<file path="src/rtl/fetch_ctrl.sv">
// Instruction fetch sequencer: reads four flash bytes at the PC (stepping the PC once per
// byte), assembles them little-endian into inst, and hands the word to decode via
// inst_valid/inst_ready. It also owns the flash write port: a programming request writes a
// 32-bit word as four sequential byte writes.
// Ports:
//   clk, reset (async, active-low)
//   fetch_en              : level, fetch while high
//   pc_in / pc_control    : program counter value / 00 hold, 01 increment
//   flash_addr/re/we/in   : flash byte address, read enable, write enable, write data
//   flash_out             : flash read data, READ_LAT cycles after the read is issued
//   inst, inst_valid      : assembled instruction and its handshake valid
//   inst_ready            : decode accepts inst (only looked at in HOLD)
//   prog_req/addr/data    : programming request (level) with byte address and word
//   prog_ack              : one-cycle pulse when the write sequence completes
//   busy                  : high whenever not idle
module fetch_ctrl #(
   parameter int READ_LAT = 3,
   parameter int ADDR_W   = 24
) (
   input  logic              clk,
   input  logic              reset,
   input  logic              fetch_en,
   input  logic [ADDR_W-1:0] pc_in,
   output logic [1:0]        pc_control,
   output logic [ADDR_W-1:0] flash_addr,
   output logic              flash_re,
   output logic              flash_we,
   output logic [7:0]        flash_in,
   input  logic [7:0]        flash_out,
   output logic [31:0]       inst,
   output logic              inst_valid,
   input  logic              inst_ready,
   input  logic              prog_req,
   input  logic [ADDR_W-1:0] prog_addr,
   input  logic [31:0]       prog_data,
   output logic              prog_ack,
   output logic              busy
);

   localparam int CNT_W = $clog2(READ_LAT + 1);

   typedef enum logic [2:0] {
      IDLE,
      RD_ISSUE,
      RD_WAIT,
      PC_INC,
      PC_SETTLE,
      HOLD,
      WR_BYTE,
      WR_DONE
   } state_t;

   state_t            state;
   state_t            state_nx;
   logic [1:0]        byte_idx;
   logic [1:0]        byte_idx_nx;
   logic [CNT_W-1:0]  cnt;
   logic [CNT_W-1:0]  cnt_nx;
   logic [ADDR_W-1:0] rd_addr;
   logic [ADDR_W-1:0] wr_addr;
   logic [31:0]       wr_data;
   logic [31:0]       inst_q;
   logic              rd_last;

   // Last wait cycle: flash_out is valid now and is captured on this edge.
   assign rd_last = (state == RD_WAIT) && (cnt == CNT_W'(1));

   always_ff @(posedge clk or negedge reset) begin
      if (!reset) begin
         state    <= IDLE;
         byte_idx <= '0;
         cnt      <= '0;
         rd_addr  <= '0;
         wr_addr  <= '0;
         wr_data  <= '0;
         inst_q   <= '0;
      end else begin
         state    <= state_nx;
         byte_idx <= byte_idx_nx;
         cnt      <= cnt_nx;
         // Hold the read address for the whole wait, whatever pc_in does.
         if (state == RD_ISSUE)
            rd_addr <= pc_in;
         if (state == IDLE && prog_req) begin
            wr_addr <= prog_addr;
            wr_data <= prog_data;
         end
         if (rd_last)
            inst_q[8*byte_idx +: 8] <= flash_out;
      end
   end

   always_comb begin
      state_nx    = state;
      byte_idx_nx = byte_idx;
      cnt_nx      = cnt;
      pc_control  = 2'b00;
      flash_addr  = '0;
      flash_re    = 1'b0;
      flash_we    = 1'b0;
      flash_in    = 8'h00;
      inst_valid  = 1'b0;
      prog_ack    = 1'b0;
      unique case (state)
         IDLE: begin
            if (prog_req) begin
               state_nx    = WR_BYTE;
               byte_idx_nx = 2'd0;
            end else if (fetch_en) begin
               state_nx    = RD_ISSUE;
               byte_idx_nx = 2'd0;
            end
         end
         RD_ISSUE: begin
            flash_addr = pc_in;
            flash_re   = 1'b1;
            cnt_nx     = CNT_W'(READ_LAT);
            state_nx   = RD_WAIT;
         end
         RD_WAIT: begin
            flash_addr = rd_addr;
            flash_re   = 1'b1;
            cnt_nx     = cnt - CNT_W'(1);
            if (rd_last)
               state_nx = PC_INC;
         end
         PC_INC: begin
            pc_control = 2'b01;
            state_nx   = PC_SETTLE;
         end
         PC_SETTLE: begin
            if (byte_idx == 2'd3) begin
               state_nx = HOLD;
            end else begin
               byte_idx_nx = byte_idx + 2'd1;
               state_nx    = RD_ISSUE;
            end
         end
         HOLD: begin
            inst_valid = 1'b1;
            if (inst_ready)
               state_nx = IDLE;
         end
         WR_BYTE: begin
            flash_we   = 1'b1;
            flash_addr = wr_addr + ADDR_W'(byte_idx);
            flash_in   = wr_data[8*byte_idx +: 8];
            if (byte_idx == 2'd3)
               state_nx = WR_DONE;
            else
               byte_idx_nx = byte_idx + 2'd1;
         end
         WR_DONE: begin
            prog_ack = 1'b1;
            state_nx = IDLE;
         end
         default: state_nx = IDLE;
      endcase
   end

   assign inst = inst_q;
   assign busy = (state != IDLE);

endmodule
</file>
<file path="config.mk">
export PLATFORM = sky130hd
export DESIGN_NAME = fetch_ctrl
export DESIGN_NICKNAME = d
export VERILOG_FILES = /design/src/rtl/fetch_ctrl.sv
export SDC_FILE = /design/constraint.sdc
export NUM_CORES = 1
export LEC_CHECK = 0
export ABC_AREA = 1
export BUFFER_PORTS_ARGS = -buffer_cell sky130_fd_sc_hd__buf_4
export CAP_MARGIN = 0
export CORE_AREA = 2 2 110 112
export DETAILED_ROUTE_END_ITERATION = 10
export DIE_AREA = 0 0 112 114
export GPL_TIMING_DRIVEN = 1
export HOLD_SLACK_MARGIN = 0.15
export PLACE_DENSITY = 0.85
export SLEW_MARGIN = 25
export SYNTH_ARGS = -nofsm -noshare
export SYNTH_HDL_FRONTEND = slang
export SYNTH_SLANG_ARGS = --single-unit
</file>
<file path="constraint.sdc">
create_clock -name clk -period 7.2 [get_ports clk]
set_clock_uncertainty 0.1 [all_clocks]
set_input_delay 1.44 -clock clk [delete_from_list [all_inputs] [get_ports clk]]
set_output_delay 1.44 -clock clk [all_outputs]
set_load 0.03 [all_outputs]
</file>
==> impl_summary.log <==
INFO  metric run_status = finished, final reports clean
INFO  metric io_buffer_count = 162
INFO  metric xor_and_xnor_area_share_after_synthesis = 0.1401%
INFO  metric postSynthRegisterBits = 119
INFO  metric path_clk_slew = 0.06 ns
INFO  metric vias_in_the_first_global_route = 5,957
INFO  metric final_period_minus_worst_setup_slack = 5.033 ns
INFO  metric dieWidth = between 100 and 150 um
INFO  metric post_synth_fa_ha_maj_area_fraction = 2.122%
INFO  metric design_power_total = 0.003703 W
INFO  metric rsz_0062_raised_after_global_routing = no
INFO  metric worst_pin_slew = roughly 1.0 ns
INFO  metric synth_commonest_cells = nand2_1, dfrtp_1, o21ai_0
INFO  metric grt.overflow.total = 0
INFO  metric largest_net_degree_at_the_start_of_global_routing = 67
INFO  metric floorplan.rows = 40
INFO  metric cts_htree_levels = 4
INFO  metric clock_sink_count = 119
INFO  metric grt.met3_usage = 7.226%
INFO  metric coreArea = 11,710 um2
INFO  metric worstSkewPairLatency = 0.42 ns
INFO  metric antenna_found_initial = 0
INFO  metric ir_drop = 0.2837 mV
INFO  metric timing.critical_path.arrival = 3.49 ns
INFO  metric synth_simple_gate_area_share = 26.76%
INFO  metric post_drt_via_cell_ratio = 5.390
INFO  metric worstPathRequired = 5.66 ns
INFO  metric clk_root_buffer_cell = clkbuf_16
INFO  metric gp_routability_congestion = 0.9300
INFO  metric post_cts.resized_instances = 0
INFO  metric final_count_of_hold_timing_violations = 0
INFO  metric cts-root-to-sink-buffers = 2
INFO  metric timing.final.crit_share = 69.91%
INFO  metric remaining_antenna_violation_count = 0
INFO  metric max_freq = approximately 200 MHz
INFO  metric setup-violations-final = 0
INFO  metric tritoncts = yes
INFO  metric postSynth.topFlopCell = dfrtp_1
INFO  metric globalRouteMet2Util = 47.23%
INFO  metric nets = roughly 1,100
INFO  metric yosysSeqAreaShare = 47.64%
INFO  metric largest_family_of_logic_cells_by_synthesized_area = simple AND/OR/NAND/NOR gates
INFO  metric powerDensity = about 460 nW/um2
INFO  metric min-delay-path-class = flip-flop to flip-flop
INFO  metric placement.setup.worst_slack = 2.641 ns
INFO  metric syn_area_per_cell = 7.504 um2
INFO  metric p_leak = 3.989 nW
INFO  metric tritoncts.num_buffers = 17
INFO  metric floorplan.die.height = 114 um
INFO  metric ys_warn_count = 0
INFO  metric critPathMaxFanout = 13
INFO  metric grt_util_met1 = 36.52%
INFO  metric finish.utilization = 69.24%
INFO  metric final_layout_size_suffix_gt1_share = 21.08%
INFO  metric synth.cell_area = 6251 um2
INFO  metric final-max-slew-violation-count = 0
INFO  metric synth-compound-area-share = 13.75%
INFO  metric netlist_instances = 833
INFO  metric area_growth_syn_to_layout = 29.72%
INFO  metric vias = a little over 6,000
INFO  metric antennaDiodeCount = 0
INFO  metric final_layout_setup_total_negative_slack = 0 ns
INFO  metric detail_route.wirelength = 17,620 um
INFO  metric yosys.cell_count.top_type = nand2_1
INFO  metric busiest_layer = met2
INFO  metric synth_cell_types = 30
INFO  metric netlist_top_cells_area = dfrtp_1, nand2_1, o21ai_0
INFO  metric category_of_the_worst_setup_path_launch_point = flip-flop
INFO  metric top_level_ports = about 160
INFO  metric wire_length_of_the_first_global_routing_pass = 28,890 um
INFO  metric synth.mux.area_fraction = 0%
INFO  metric groute.usage.overall = 28.62%
INFO  metric cts-hold-fix-buffers = 0
INFO  metric fillCellCount = 999
INFO  metric cp-end-kind = output pin
INFO  metric synth-async-reset-ratio = 100.0%
INFO  metric path_class = flip-flop to output pin
INFO  metric avgRoutedWirePerCell = around 15 um
INFO  metric layout.cells.non_filler = 1,143
INFO  metric synth_area_leader_cell = dfrtp_1
INFO  metric hpwlAfterDp = 12,620 um
INFO  metric cap_viol_max_count = 0
INFO  metric initialDrtViolationCount = roughly 700
INFO  metric drtPass1Iterations = 5
INFO  metric post_cts.repair.setup_buffers = 0
INFO  metric timing.final.ws_setup = 2.167 ns
INFO  metric drc = 0
INFO  metric die_area = 12,770 um2
INFO  metric initial_core_util = a little over half
INFO  metric synth_net_count = 936
INFO  metric synth_enable_flop_cells = 0
INFO  metric numPlacedInstances = between 1,000 and 1,500
INFO  metric slew-limit-headroom = 32.72%
INFO  metric synth_top_area_share = 47.64%
layout make-up:
cell class              count  area [um2]  area share (%)
clock buffers              19       432.9           5.339
repair buffers            165        1239           15.28
flip-flops and latches    119        2978           36.72
inverters                 105       394.1           4.860
well taps                 147       183.9           2.268
clock inverters            13       203.9           2.515
multi-input cells         575        2678           33.02
path summary, 6_finish.rpt:
kind                                              start                endpoint  slack (ns)  depth (start not counted)
worst max register to register  byte_idx[0]$_DFFE_PN0P_     inst[7]$_DFFE_PN0P_        4.19                          6
worst max-delay path            byte_idx[1]$_DFFE_PN0P_          flash_addr[10]        2.17                         10
min in group asynchronous                         reset    inst[27]$_DFFE_PN0P_        1.01                          1
worst min register to register   wr_data[4]$_DFFE_PN0P_  wr_data[4]$_DFFE_PN0P_        0.38                          2
max in group asynchronous                         reset  wr_addr[0]$_DFFE_PN0P_        4.81                          2
worst min-delay path             wr_data[4]$_DFFE_PN0P_  wr_data[4]$_DFFE_PN0P_        0.38                          2
layout by cell type (no fill, tap or decap), drive strengths merged, types with 9 or more instances in the layout:
cell type,count
o21ai,127
ha,9
clkbuf,19
inv,103
nand2,265
nand4,17
nor2,48
a21oi,28
dfrtp,119
nand3,63
buf,165
through the flow:
step / hold WS, ns / area [um2]
after global routing: 0.3946 / 8109
after floorplan: 0.3436 / 6251
after detailed placement: 0.3618 / 7472
after CTS: 0.3767 / 8109
after global placement: 0.3558 / 7472
final: 0.3787 / 8109
critical path, cell delays in order (launching register included):
cell and delay [ns]:
dfrtp_1 0.59, clkinv_1 0.51, fa_1 0.59, inv_1 0.11
nand2_1 0.07, nor2_1 0.54, nand2_1 0.13, a21oi_1 0.14
o21ai_0 0.14, nand2_1 0.08, buf_4 0.15
routing by layer:
metal	vias to the layer above	share of wire (%)	routed length, um
met5	-	0	0
met4	0	2.9	503
met3	43	7.9	1384
met2	272	48	8444
met1	2869	41	7290
li1	2977	-	-
report_power, final:
group / internal, W / switching, W
registers: 0.000960 / 0.000194
clock network: 0.000611 / 0.000311
logic: 0.000519 / 0.00111
total: 0.00209 / 0.00161
flip-flops by register name, summed over array words and instances (netlist names):
| register | cells |
|---|---|
| inst | 32 |
| wr_data | 32 |
| rd_addr | 24 |
| wr_addr | 24 |
| state | 3 |
| byte_idx | 2 |
| cnt | 2 |
kinds of logic (layout without fill, tap and decap cells):
group / count (synthesis) / count (layout)
AOI/OAI and AO/OA: 166 / 166
xor gates and xnor gates: 1 / 1
adders and majority gates: 10 / 10
buffers and inverters: 139 / 302
DFF: 119 / 119
other: 1 / 1
and+or+nand+nor: 397 / 397
No activity file was read; power rests on OpenSTA's default activity.
